[src/rtl/hslp_seq_ctrl.sv]
// -----------------------------------------------------------------------------
// hslp_seq_ctrl
//   Forms an 8x8 approximate product by time-sharing one external 4x4
//   sub-multiplier port. The four nibble partial products are issued on
//   successive cycles in the order LL, LH, HL, HH. Each 8-bit result returned
//   by the core is added into a 17-bit accumulator at its weight
//   (<<0, <<4, <<4, <<8).
//
// Parameters
//   CFG_RST    reset value of the core-select register
//              (bit0=LL, bit1=LH, bit2=HL, bit3=HH; 1=ap1 core, 0=ap2 core)
//   ZERO_SKIP  1: steps whose a-nibble or b-nibble is zero are never issued
//   SAT_EN     1: saturate to 16'hFFFF on overflow, 0: keep the low 16 bits
//
// Ports
//   clk, rst_n          clock (rising edge), asynchronous active-low reset
//   in_valid/in_ready   operand handshake, a/b operands
//   cfg_we/cfg_sel      core-select register write
//   pp_a/pp_b/pp_sel    nibble operands and core select to the shared core
//   pp_prod             combinational product from the selected core
//   out_valid/out_ready result handshake, prod is the 16-bit result
//   busy                high whenever the sequencer is not idle
//   dbg_state           current FSM state, for observation only
//
// Handshakes: a transfer happens on a rising edge where valid and ready are
// both high. in_ready is high only in IDLE; once out_valid rises, prod and
// out_valid hold until out_ready is seen high, so operations never overlap.
// -----------------------------------------------------------------------------
module hslp_seq_ctrl #(
  parameter logic [3:0] CFG_RST   = 4'b1000,
  parameter bit         ZERO_SKIP = 1'b1,
  parameter bit         SAT_EN    = 1'b1
) (
  input  logic        clk,
  input  logic        rst_n,
  input  logic        in_valid,
  output logic        in_ready,
  input  logic [7:0]  a,
  input  logic [7:0]  b,
  input  logic        cfg_we,
  input  logic [3:0]  cfg_sel,
  output logic [3:0]  pp_a,
  output logic [3:0]  pp_b,
  output logic        pp_sel,
  input  logic [7:0]  pp_prod,
  output logic        out_valid,
  input  logic        out_ready,
  output logic [15:0] prod,
  output logic        busy,
  output logic [2:0]  dbg_state
);

  typedef enum logic [2:0] {
    ST_IDLE = 3'd0,
    ST_LL   = 3'd1,
    ST_LH   = 3'd2,
    ST_HL   = 3'd3,
    ST_HH   = 3'd4,
    ST_DONE = 3'd5
  } state_t;

  state_t      r_state;
  logic [7:0]  r_a;
  logic [7:0]  r_b;
  logic [3:0]  r_cfg;
  logic [3:0]  r_cfg_sh;
  logic [16:0] r_acc;
  logic        r_in_ready;
  logic        r_out_valid;
  logic [15:0] r_prod;
  logic [3:0]  r_pp_a;
  logic [3:0]  r_pp_b;
  logic        r_pp_sel;
  logic        r_busy;

  state_t      w_next;
  logic        w_accept;
  logic        w_in_step;
  logic        w_next_step;
  logic [1:0]  w_idx;
  logic [1:0]  w_nidx;
  logic [7:0]  w_src_a;
  logic [7:0]  w_src_b;
  logic [3:0]  w_src_cfg;
  logic [16:0] w_weighted;
  logic [16:0] w_acc_next;
  logic [15:0] w_result;

  // Step index: 0=LL, 1=LH, 2=HL, 3=HH. Bit 1 picks the a-nibble,
  // bit 0 picks the b-nibble.
  function automatic logic [3:0] nib_a(input logic [7:0] op, input logic [1:0] idx);
    return idx[1] ? op[7:4] : op[3:0];
  endfunction

  function automatic logic [3:0] nib_b(input logic [7:0] op, input logic [1:0] idx);
    return idx[0] ? op[7:4] : op[3:0];
  endfunction

  function automatic logic step_live(input logic [7:0] op_a, input logic [7:0] op_b,
                                     input logic [1:0] idx);
    return !ZERO_SKIP || ((nib_a(op_a, idx) != 4'd0) && (nib_b(op_b, idx) != 4'd0));
  endfunction

  // First live step with index >= from, or DONE when none remains.
  function automatic state_t pick_next(input logic [7:0] op_a, input logic [7:0] op_b,
                                       input logic [2:0] from);
    state_t nxt;
    logic   found;
    nxt   = ST_DONE;
    found = 1'b0;
    for (int i = 0; i < 4; i++) begin
      if (!found && (i >= int'(from)) && step_live(op_a, op_b, 2'(i))) begin
        nxt   = state_t'(3'(i + 1));
        found = 1'b1;
      end
    end
    return nxt;
  endfunction

  assign w_accept  = in_valid && r_in_ready && (r_state == ST_IDLE);
  assign w_in_step = (r_state == ST_LL) || (r_state == ST_LH) ||
                     (r_state == ST_HL) || (r_state == ST_HH);
  assign w_idx     = 2'(r_state - 3'd1);

  // Operands for the step being entered: live inputs on the accept edge,
  // shadow copies afterwards. The live cfg register (not cfg_sel) is used on
  // accept so a simultaneous cfg write does not leak into this operation.
  assign w_src_a   = (r_state == ST_IDLE) ? a     : r_a;
  assign w_src_b   = (r_state == ST_IDLE) ? b     : r_b;
  assign w_src_cfg = (r_state == ST_IDLE) ? r_cfg : r_cfg_sh;

  always_comb begin
    w_next = r_state;
    case (r_state)
      ST_IDLE: if (w_accept) w_next = pick_next(a, b, 3'd0);
      ST_LL, ST_LH, ST_HL, ST_HH: w_next = pick_next(r_a, r_b, {1'b0, w_idx} + 3'd1);
      ST_DONE: if (out_ready) w_next = ST_IDLE;
      default: w_next = ST_IDLE;
    endcase
  end

  assign w_next_step = (w_next == ST_LL) || (w_next == ST_LH) ||
                       (w_next == ST_HL) || (w_next == ST_HH);
  assign w_nidx      = 2'(w_next - 3'd1);

  always_comb begin
    w_weighted = 17'd0;
    case (w_idx)
      2'd0:       w_weighted = {9'd0, pp_prod};
      2'd1, 2'd2: w_weighted = {5'd0, pp_prod, 4'd0};
      default:    w_weighted = {1'b0, pp_prod, 8'd0};
    endcase
  end

  assign w_acc_next = r_acc + w_weighted;
  assign w_result   = (SAT_EN && w_acc_next[16]) ? 16'hFFFF : w_acc_next[15:0];

  always_ff @(posedge clk or negedge rst_n) begin
    if (!rst_n) begin
      r_state     <= ST_IDLE;
      r_a         <= 8'd0;
      r_b         <= 8'd0;
      r_cfg       <= CFG_RST;
      r_cfg_sh    <= CFG_RST;
      r_acc       <= 17'd0;
      r_in_ready  <= 1'b1;
      r_out_valid <= 1'b0;
      r_prod      <= 16'd0;
      r_pp_a      <= 4'd0;
      r_pp_b      <= 4'd0;
      r_pp_sel    <= 1'b0;
      r_busy      <= 1'b0;
    end else begin
      if (cfg_we) r_cfg <= cfg_sel;

      r_state    <= w_next;
      r_busy     <= (w_next != ST_IDLE);
      r_in_ready <= (w_next == ST_IDLE);

      // Core-port outputs are registered for the state being entered.
      if (w_next_step) begin
        r_pp_a   <= nib_a(w_src_a, w_nidx);
        r_pp_b   <= nib_b(w_src_b, w_nidx);
        r_pp_sel <= w_src_cfg[w_nidx];
      end else begin
        r_pp_a   <= 4'd0;
        r_pp_b   <= 4'd0;
        r_pp_sel <= 1'b0;
      end

      case (r_state)
        ST_IDLE: begin
          if (w_accept) begin
            r_a      <= a;
            r_b      <= b;
            r_cfg_sh <= r_cfg;
            r_acc    <= 17'd0;
            // Every step skipped: result is zero without touching the core.
            if (w_next == ST_DONE) begin
              r_prod      <= 16'd0;
              r_out_valid <= 1'b1;
            end
          end
        end
        ST_LL, ST_LH, ST_HL, ST_HH: begin
          r_acc <= w_acc_next;
          if (w_next == ST_DONE) begin
            r_prod      <= w_result;
            r_out_valid <= 1'b1;
          end
        end
        ST_DONE: begin
          if (out_ready) r_out_valid <= 1'b0;
        end
        default: r_out_valid <= 1'b0;
      endcase
    end
  end

  // w_in_step is kept for readability of the datapath; the accumulator add
  // above is only committed in step states.
  logic w_unused;
  assign w_unused = w_in_step;

  assign in_ready  = r_in_ready;
  assign out_valid = r_out_valid;
  assign prod      = r_prod;
  assign pp_a      = r_pp_a;
  assign pp_b      = r_pp_b;
  assign pp_sel    = r_pp_sel;
  assign busy      = r_busy;
  assign dbg_state = r_state;

endmodule

[config.mk]
export PLATFORM = sky130hd
export DESIGN_NAME = hslp_seq_ctrl
export DESIGN_NICKNAME = d
export VERILOG_FILES = /design/src/rtl/hslp_seq_ctrl.sv
export SDC_FILE = /design/constraint.sdc
export NUM_CORES = 1
export LEC_CHECK = 0
export ABC_CLOCK_PERIOD_IN_PS = 11490
export CORE_UTILIZATION = 40
export CTS_CLUSTER_SIZE = 28
export DETAILED_ROUTE_END_ITERATION = 16
export PLACE_DENSITY = 0.71
export SYNTH_ARGS = -nofsm -noshare
export SYNTH_HDL_FRONTEND = slang
export SYNTH_SLANG_ARGS = --single-unit
[constraint.sdc]
create_clock -name clk -period 11.49 [get_ports clk]
set_input_delay 1.7235 -clock clk [delete_from_list [all_inputs] [get_ports clk]]
set_output_delay 1.7235 -clock clk [all_outputs]
set_load 0.005 [all_outputs]
# Yosys cells after proc, flatten, opt, wreduce, memory -nomap -nowiden
# Index checks and enable logic that the tools add are counted.
# Widths: inputs -> output; s select.
[word_totals]
regBits = 72
wordCells = 134
output_inout_bits = 31
input_bits = 33
[classes]
n_lt_le_gt_ge = 5
eq_ne = 16
reduce_logical = 48
mux = 48
add_sub_neg = 4
[ops]
columns = ["operator", "n"]
rows = [
  ["$mux 16", 4],
  ["$pmux 16 s2", 2],
  ["$pmux 17 s2", 1],
  ["$reduce_bool 4->1", 8],
  ["$mux 3", 10],
  ["$logic_and 1x1->1", 20],
  ["$mux 1", 20],
  ["$mux 4", 5],
  ["$add 17x17->17", 1],
  ["$mux 17", 1],
  ["$mux 8", 2],
  ["$eq 3x2->1 const B", 4],
  ["$eq 3x3->1 const B", 4],
  ["$pmux 3 s3", 1],
  ["$eq 3x1->1 const B", 2],
  ["$ge 1x3->1 const A", 2],
  ["$ge 2x3->1 const A", 2],
  ["$logic_not 1->1", 6],
  ["$logic_not 3->1", 2],
  ["$ne 2x2->1 const B", 3],
  ["$reduce_and 2->1", 3],
  ["$reduce_and 4->1", 1],
  ["$reduce_or 4->1", 1],
  ["$sub 2x1->2 const B", 2],
  ["other kinds (12)", 14],
]

# Longest topological paths before layout
# Gate-level depths: netlist of run 1.
[logic_depth]
ltp_word = 26
depth_mapped = 14
ltp_nobuf = 13

# Worst setup path before layout of run 1
# OpenSTA, ideal clock, no wires.
[synth_timing]
path_kind = "input -> register"
from = "input b[1]"
to = "register r_pp_sel (netlist: pp_sel)"
n_path_buf = 0
t_required_ns = 11.369
t_arrival_ns = 4.144
setup_slack_ns = 7.225
path_stages = 10
setup_ns = 0.121
cell_sequence = "nor4_1 > and2b_1 > a21oi_1 > a221oi_4 > inv_1 > ha_1 > or3_2 > mux2i_1 > nor2_1 > a22o_1"
[synth_via]
elab_chain_cells = 25
elab_cells_between_ends = 35
[synth_lines]
columns = ["item", "line", "rtl"]
rows = [
  ["start: declaration", "39", "input logic [7:0] b,"],
  ["$reduce_bool 4->1 *", "101", "return !ZERO_SKIP || ((nib_a(op_a, idx) != 4'd0) && (nib_b(op_b, idx) != 4'd0));"],
  ["$logic_and 1x1->1", "101", ""],
  ["$mux 1", "112", "if (!found && (i >= int'(from)) && step_live(op_a, op_b, 2'(i))) begin"],
  ["$mux 1", "135", "ST_IDLE: if (w_accept) w_next = pick_next(a, b, 3'd0);"],
  ["$mux 1", "134", "case (r_state)"],
  ["$logic_not 1->1", "112", ""],
  ["$logic_and 1x1->1", "112", ""],
  ["$mux 1", "112", ""],
  ["[7 not listed]", "-", ""],
  ["$logic_not 1->1", "112", ""],
  ["$logic_and 1x1->1", "112", ""],
  ["$mux 3 *", "112", ""],
  ["$mux 3 *", "135", ""],
  ["$pmux 3 s3 *", "134", ""],
  ["via w_next[0]", "76", "state_t w_next;"],
  ["parallel branches: the longest is 4 deep, another holds $sub 2x1->2", "-", ""],
  ["$mux 1 *", "181", "if (w_next_step) begin"],
  ["end signal: assignment", "184", "r_pp_sel <= w_src_cfg[w_nidx];"],
  ["end: declaration", "73", "logic r_pp_sel;"],
]
# Mark *: on every way through the listed nets, which the timed path passes. The select of a mux whose other input is x is not followed.
# A chain may end at the register's enable or synchronous reset.

# Final worst setup path of run 1
[layout_timing]
from = "input b[0]"
to = "register r_pp_sel (netlist: pp_sel)"
# The elaborated chain is that of the path after synthesis.

==> flow_summary.ini, run 1 <==
[sta]
final-hold-violation-count = 0
worst_slew_pin_slew_ns = 1.14
skew_ns = 0.0114
drv_slew = 0
setup_violations = 0
fmax_mhz = 203
holdWs_ns = 0.483
rsz0062_at_grt = no
min_period_ns = 4.93
fin_setup_tns_ns = 0
period_share_pct = 42.9
slew_headroom_pct = 23.5

[route]
via_per_inst = 5.46
wire_per_inst_um = 16.0
first_pass_iters = 4
drc = 0
ant_nets = 0
dr_total_vias = 3660
drt_wl_total_um = 10700
drtIter0Drc = 144

[grt]
grt_util_met2_pct = 34.6
grt_remaining_overflow = 0
grt_max_degree = 73
grt_pass1_vias = 3807
globalRouteMet3Util_pct = 5.52
grt_use_total_pct = 20.8
grt_busiest_layer = met2
antenna_found_initial = 0
grt_pass1_wl_um = 18300
use_met1_pct = 25.1

[hold_path]
hold_class = reg2reg
hp-start = r_acc[7]
whs_path_depth = 2

[place]
dp_hpwl_um = 7860
portBuffers = 63
place.gp.congestion = 0.872

[die]
dieArea_um2 = 11300
rows = 37
die_y_um = 106
start_util_pct = 41.7
chipWidth_um = 106
core_um2 = 10400
boundaryPins = 64

[critical_path]
crit_type = in2reg
rrSetupSlack_ns = 6.83
startpoint_type = primary input
cp-end-kind = flop
rr_worst_depth = 13
worstSetupStartpoint = b[0]
arrival_ns = 5.18
r2r_start = dbg_state[0]
crit_path_max_fanout = 10
required_ns = 11.73

[logic_synthesis]
syn-instance-count = 466
yosysTopAreaCell = dfrtp_1
ys_warn_count = 0
async_reset_ff_share_pct = 100
syn_nets = 526
synth_common_cells = 111 x nand2_1, 69 x dfrtp_1, 31 x nor2_1, 31 x o21ai_0, 26 x ha_1
synth_xor_area_share_pct = 2.02
synth_edf_count = 0
syn_avg_cell_area_um2 = 9.31
synth_area_leaders = dfrtp_1 40%, nand2_1 9.6%, ha_1 7.5%
yosysMostFrequentCell = nand2_1
synth_cell_type_count = 55
muxShareOfSynthArea_pct = 6.95
synthesis.area_um2 = 4340
synthAdderAreaFrac_pct = 7.96
yosys.area_share.simple_pct = 21.8
synth_flop_cell = dfrtp_1
synth_top_area_share_pct = 39.8
synth_compound_area_share_pct = 16.7
ys_ff_latch = 72
ys_seq_area_share_pct = 41.6
synth_top_family_by_area = simple AND/OR/NAND/NOR gates

[outcome]
status = complete, no violations

[run]
cap_violations = 0

[clock_network]
cts_sinks = 72
cts_resized = 0
clk_pin_slew_worst_paths_ns = 0.08
clockBufferDepth = 2
clk_latency_ns = 0.35
htree_levels = 3
cts_buffers = 9
cts_tree = built
cts.root.buffer_cell = clkbuf_8
post_cts_buffers = 0
cts_hold_buf = 0

[power_and_ir_drop]
irDropWorstVdd_v = 0.000137
leakage_uw = 0.00246
p_per_area_nw_per_um2 = 309

[cells_and_area]
drive_gt1_share_pct = 7.68
insertedDiodeCount = 0
utilization_pct = 51.3
area_growth_pct = 23.1
num-nets-final = 589
==> report_power, final <==
part           total, uW  internal [uW]  switching [uW]
clock                249            146             103
combinational        974            442             531
sequential           428            361            66.1
==> layer usage <==
metal,routed length [um],up-vias
met4,291,0
met5,0,-
li1,-,1771
met3,789,28
met2,5130,136
met1,4500,1725
==> flip-flops by register name (all words and copies together) (netlist names), 3 cells and up <==
signal,count
prod,16
pp_a,4
r_b,8
r_cfg_sh,4
r_acc,17
r_a,8
dbg_state,3
pp_b,4
r_cfg,4
==> layout by cell type, fill, tap and decap left out, types with 5 or more instances in the layout <==
| master | instances |
|---|---|
| and2_1 | 9 |
| nor2b_1 | 9 |
| dfrtp_1 | 69 |
| clkbuf_8 | 9 |
| nor3_1 | 8 |
| a21oi_1 | 21 |
| nor2_1 | 31 |
| nor4_1 | 7 |
| a31oi_1 | 8 |
| mux2i_1 | 5 |
| xnor2_1 | 6 |
| inv_1 | 17 |
| a21o_1 | 6 |
| and3_1 | 6 |
| nand2_1 | 111 |
| clkdlybuf4s50_1 | 62 |
| a211oi_1 | 5 |
| ha_1 | 26 |
| o21ai_0 | 30 |
| mux4_1 | 7 |
==> critical path, stage by stage <==
cell and delay, ns:
clkdlybuf4s50_1 0.46, nor4_1 0.46, and2b_1 0.21, a21oi_1 0.09, a221oi_4 0.45, inv_1 0.17
ha_1 0.23, or3_2 0.45, mux2i_1 0.59, nor2_1 0.09, a22o_1 0.25
==> stage by stage <==
stage	power [uW]	instances	area, um^2	setup WS [ns]
floorplan	1110	466	4340	7.23
global placement	1370	654	5100	6.37
detailed placement	1410	654	5100	6.18
CTS	1660	670	5350	6.56
global route	1800	670	5350	6.30
finish	1650	670	5350	6.56
==> worst paths after layout <==
kind | end
max | pp_sel
min | r_acc[7]
max reg2reg | pp_sel
min reg2reg | r_acc[7]
max in group asynchronous | out_valid
min in group asynchronous | prod[0]
==> cell type report <==
class,instances,area [um^2]
Tap cell,136,170
Sequential cell,72,1810
Multi-Input combinational cell,362,2410
Inverter,17,63.8
Clock buffer,10,128
Fill cell,973,5070
Clock inverter,6,115
Timing Repair Buffer,67,656
==> cell families after synthesis <==
| logic type | Yosys count |
|---|---|
| compound gates | 105 |
| xor+xnor | 10 |
| fa+ha+maj | 27 |
| buf+inv | 32 |
| flops | 72 |
| mux | 15 |
| simple gates | 205 |
Note: power is estimated with default switching activity, not from simulation.
==> inputs of run 2 (changes only) <==
Settings changed: ABC_CLOCK_PERIOD_IN_PS 11490 to 4300, PLACE_DENSITY 0.71 to 0.73.
Clock period 11.49 ns to 4.3 ns, I/O delays scaled along.
==> run 2 against run 1 <==
  * Wire length grew 1.4%
  * Core utilization grew 0.084 points
  * Sequential power grew to 2.7 times the previous value
  * Sequential share of layout area shrank 0.055 points
  * Count of clock-buffer cells in the layout grew 3
  * Die area is the same
  * Cell area grew 0.16%
  * Total power grew to 2.6 times the previous value
  * Flip-flop and latch count is the same
  * Global-route usage is essentially flat
  * First-iteration DRC count grew 31%
  * Critical path type is now reg2reg
  * Largest cell class unchanged
  * Largest power group unchanged
==> flow_summary.ini, run 2 (same netlist as run 1, synthesis figures left out) <==
[outcome]
status = complete, no violations

[die]
rows = 37
start_util_pct = 41.7
core_um2 = 10400
dieArea_um2 = 11300
die_y_um = 106
boundaryPins = 64
chipWidth_um = 106

[clock_network]
cts_buffers = 9
cts_tree = built
clk_latency_ns = 0.34
cts_hold_buf = 0
clockBufferDepth = 2
htree_levels = 3
clk_pin_slew_worst_paths_ns = 0.08
cts_sinks = 72
cts.root.buffer_cell = clkbuf_8

[sta]
final-hold-violation-count = 0
worst_slew_pin_slew_ns = 1.13
period_share_pct = 92.2
min_period_ns = 3.96
slew_headroom_pct = 24.5
skew_ns = 0.00834
setup_violations = 0
drv_slew = 0
holdWs_ns = 0.360
fmax_mhz = 252
fin_setup_tns_ns = 0
setup_ws_ns = 0.336
rsz0062_at_grt = no

[cells_and_area]
final_common_cell = nand2_1
layout.cells.most_common_list = 111 x nand2_1, 69 x dfrtp_1, 62 x clkdlybuf4s50_1, 31 x nor2_1, 31 x o21ai_0
largest_reg_flops = 17
nFillCells = 976
insertedDiodeCount = 0
utilization_pct = 51.4
drive_gt1_share_pct = 9.06
multiInputGateArea_um2 = 2410
area_growth_pct = 23.3
num-nets-final = 596
fin_area_um2 = 5350
largest-register = r_acc
register_area_um2 = 1810

[grt]
grt_busiest_layer = met2
grt_pass1_vias = 3894
antenna_found_initial = 0
grt_pass1_wl_um = 18700
grt_remaining_overflow = 0
use_met1_pct = 25.5
globalRouteMet3Util_pct = 4.84
grt_use_total_pct = 20.8
grt_util_met2_pct = 36.5
grt_max_degree = 41

[route]
via_per_inst = 5.51
drt_wl_total_um = 10900
first_pass_iters = 5
ant_nets = 0
drtIter0Drc = 189
drc = 0
dr_total_vias = 3729
wire_per_inst_um = 16.1

[place]
portBuffers = 63
dpl_cell_area_um2 = 5150
dp_hpwl_um = 8200
place.gp.congestion = 0.896
pre_cts_slack_ns = 0.245

[run]
cap_violations = 0

[power_and_ir_drop]
irDropWorstVdd_v = 0.000348
p_per_area_nw_per_um2 = 815
leakage_uw = 0.00247

[critical_path]
cp-end-kind = flop
arrival_ns = 4.18
crit_type = reg2reg
required_ns = 4.52
crit_path_max_fanout = 8
startpoint_type = flop
rrSetupSlack_ns = 0.34

[hold_path]
hold_class = in2async
run 2: cell count changes in the layout (fill, tap and decap cells not counted), sizes merged:
cell and delta:
bufinv -3, buf +7, inv -1, clkbuf +3
clkinvlp +1
run 2: power breakdown:
| part | switching (uW) | internal (uW) | total [uW] |
|---|---|---|---|
| registers | 177 | 966 | 1140 |
| clock network | 259 | 259 | 518 |
| logic | 1450 | 1250 | 2700 |
run 2: cell type report:
| class | count | share of cell area (%) |
|---|---|---|
| well taps | 136 | 3.18 |
| clock inverters | 3 | 0.444 |
| inverters | 17 | 1.19 |
| clock buffers | 13 | 3.15 |
| multi-input cells | 362 | 45.1 |
| repair buffers | 74 | 13.2 |
| flip-flops and latches | 72 | 33.7 |
run 2: path summary, 6_finish.rpt:
path                             to  depth (start not counted)    startpoint
setup reg to reg           prod[13]                         15  dbg_state[0]
setup / recovery           prod[13]                         15  dbg_state[0]
max in group asynchronous  r_cfg[3]                          2         rst_n
hold reg to reg            r_acc[7]                          2      r_acc[7]
min in group clk           r_acc[7]                          2      r_acc[7]
hold / removal              prod[1]                          1         rst_n
run 2: routing by layer:
| layer | wire length (um) | up-vias |
|---|---|---|
| li1 | - | 1778 |
| met1 | 4620 | 1783 |
| met2 | 5360 | 150 |
| met3 | 766 | 18 |
| met4 | 121 | 0 |
| met5 | 0 | - |
run 2: timing repair:
item                                   in CTS  in global routing
endpoints found under the hold margin       0                  0
setup endpoints to repair                   0                  3
resized for setup                           0                  2
buffers inserted                            0                  0
run 2: per-stage QoR:
| step | cells | power [uW] |
|---|---|---|
| floorplan | 466 | 2960 |
| global placement | 661 | 3740 |
| detailed placement | 661 | 3840 |
| CTS | 677 | 4380 |
| global route | 677 | 4740 |
| finish | 677 | 4360 |
run 2: worst max-delay path: stages, from the launching register on:
cell	delay, ns
dfrtp_1	0.53
inv_1	0.14
ha_1	0.35
xor2_1	0.25
buf_4	0.20
nand2_1	0.05
o21ai_0	0.17
ha_1	0.32
a21o_1	0.22
a21oi_1	0.25
a2bb2oi_1	0.38
a211oi_1	0.15
or3_1	0.42
a21boi_1	0.16
buf_4	0.17
a31oi_1	0.08
==> inputs of run 3 (changes only) <==
Settings changed: ABC_AREA from default to 1, ABC_CLOCK_PERIOD_IN_PS 4300 to default, RECOVER_POWER from default to 100.
==> run 3 against run 2 <==
  * The flow now finishes with violations (max-capacitance violations, max-slew violations)
  * Synthesized cell count grew 38%
  * Sequential power decreased by 4%
  * Global-route usage increased by 0.91 points
  * Cell area is 5.8% higher
  * Non-clock buffer count fell by 8
==> flow_summary.ini, run 3 <==
[outcome]
status = finished with violations
violations = max-capacitance violations, max-slew violations

[sta]
skew_ns = 0.00843
period_share_pct = 87.0
slew_headroom_pct = -52.8
fmax_mhz = 267
rsz0062_at_grt = no
min_period_ns = 3.74
setup_violations = 0
fin_setup_tns_ns = 0
final-hold-violation-count = 0
worst_slew_pin_slew_ns = 2.29
drv_slew = 44

[logic_synthesis]
syn_nets = 703
yosysMostFrequentCell = nand2_1
synth_area_leaders = dfrtp_1 37%, nand2_1 17%, ha_1 7.0%
synth_cell_type_count = 34
syn_avg_cell_area_um2 = 7.24
ys_warn_count = 0
synth_edf_count = 0
synthesis.area_um2 = 4650
synth_common_cells = 206 x nand2_1, 69 x dfrtp_1, 67 x inv_1, 59 x o21ai_0, 53 x nand3_1
yosysTopAreaCell = dfrtp_1
async_reset_ff_share_pct = 100
syn-instance-count = 643
ys_ff_latch = 72
ys_seq_area_share_pct = 38.8
synth_top_area_share_pct = 37.1
synth_flop_cell = dfrtp_1

[clock_network]
cts_tree = built
clockBufferDepth = 2
post_cts_buffers = 0
clk_pin_slew_worst_paths_ns = 0.07
clk_latency_ns = 0.34
cts.root.buffer_cell = clkbuf_16
cts_hold_buf = 0
htree_levels = 3
cts_sinks = 72
cts_resized = 0
cts_buffers = 9

[die]
start_util_pct = 40.9
core_um2 = 11400
rows = 39
boundaryPins = 64
chipWidth_um = 110
die_y_um = 110
dieArea_um2 = 12100

[critical_path]
crit_type = reg2reg
arrival_ns = 3.99
crit_path_max_fanout = 27
r2r_start = dbg_state[0]
worstSetupStartpoint = dbg_state[0]
cp-end-kind = flop
startpoint_type = flop
required_ns = 4.55

[power_and_ir_drop]
p_per_area_nw_per_um2 = 829
irDropWorstVdd_v = 0.000408
leakage_uw = 0.00295
power_uw = 4700

[route]
drtIter0Drc = 214
drc = 0
first_pass_iters = 6
drt_wl_total_um = 11900
dr_total_vias = 4344
via_per_inst = 5.12
wire_per_inst_um = 14.1
ant_nets = 0

[grt]
antenna_found_initial = 0
grt_pass1_wl_um = 19600
grt_remaining_overflow = 0
grt_pass1_vias = 4181
grt_use_total_pct = 21.7
grt_max_degree = 44

[hold_path]
hold_class = reg2reg
hp-start = prod[10]

[cells_and_area]
final_common_cell = nand2_1
nFillCells = 1120
largest-register = r_acc
multiInputGateArea_um2 = 2440
insertedDiodeCount = 0
num-nets-final = 760
layout.cells.most_common_list = 207 x nand2_1, 70 x inv_1, 69 x dfrtp_1, 60 x o21ai_0, 53 x nand3_1
register_area_um2 = 1810
drive_gt1_share_pct = 4.68
area_growth_pct = 21.7
utilization_pct = 49.8
largest_reg_flops = 17

[place]
dp_hpwl_um = 9150
place.gp.congestion = 0.990
portBuffers = 63

[run]
cap_violations = 1
run 3: critical path, cell delays in order (launching register included):
cell	delay (ns)
dfrtp_1	0.45
inv_1	0.14
ha_1	0.34
inv_1	0.29
nor2_1	0.14
buf_4	0.25
a21oi_1	0.28
nor2_1	0.11
a21oi_1	0.24
nand2_2	0.19
inv_1	0.22
ha_1	0.19
nor3_1	0.06
o21ai_0	0.29
inv_1	0.23
a21oi_1	0.22
run 3: per-stage QoR:
stage	worst slack, ns	hold slack [ns]	cells	area [um^2]
after CTS	0.728	0.481	848	5690
after global routing	0.215	0.494	848	5670
after detailed placement	0.765	0.466	832	5370
final	0.560	0.469	848	5670
after global placement	0.877	0.463	832	5370
after floorplan	1.40	0.349	643	4650
run 3: final timing paths:
kind | slack (ns) | endpoint | cells past startpoint
max | 0.56 | pp_b[1] | 15
min | 0.47 | prod[10] | 2
max reg2reg | 0.56 | pp_b[1] | 15
min reg2reg | 0.47 | prod[10] | 2
max in group asynchronous | 1.57 | pp_a[2] | 2
min in group asynchronous | 0.99 | busy | 1
run 3: cell families (layout without fill, tap and decap cells):
logic type / after synthesis / in the layout / share of synthesized area (%)
AND/OR/NAND/NOR: 330 / 330 / 30.5
AO/OA/AOI/OAI: 113 / 113 / 13.5
buffers and inverters: 94 / 156 / 8.44
flip-flops: 72 / 72 / 38.8
adder cells (fa/ha/maj): 27 / 27 / 7.42
XOR/XNOR: 7 / 7 / 1.32
run 3: power breakdown:
| part | total (uW) | switching (uW) | internal (uW) | leakage (uW) |
|---|---|---|---|---|
| combinational | 2800 | 1830 | 966 | 0.00187 |
| clock | 797 | 300 | 497 | 0.000155 |
| sequential | 1100 | 152 | 949 | 0.000931 |
| total | 4700 | 2290 | 2410 | 0.00295 |
run 3: metal layers:
layer / up-vias / global-route usage (%) / wire (um)
met5: - / 0 / 0
met4: 0 / 10.0 / 348
met3: 33 / 6.28 / 635
met2: 135 / 37.6 / 5900
met1: 1966 / 24.4 / 5040
li1: 2210 / - / -
run 3: area by class of cell:
cell class | instances | area share [%]
repair buffers | 66 | 11.3
clock buffers | 12 | 4.70
inverters | 74 | 4.95
well taps | 143 | 3.16
multi-input cells | 477 | 43.1
flip-flops and latches | 72 | 31.9
clock inverters | 4 | 0.905
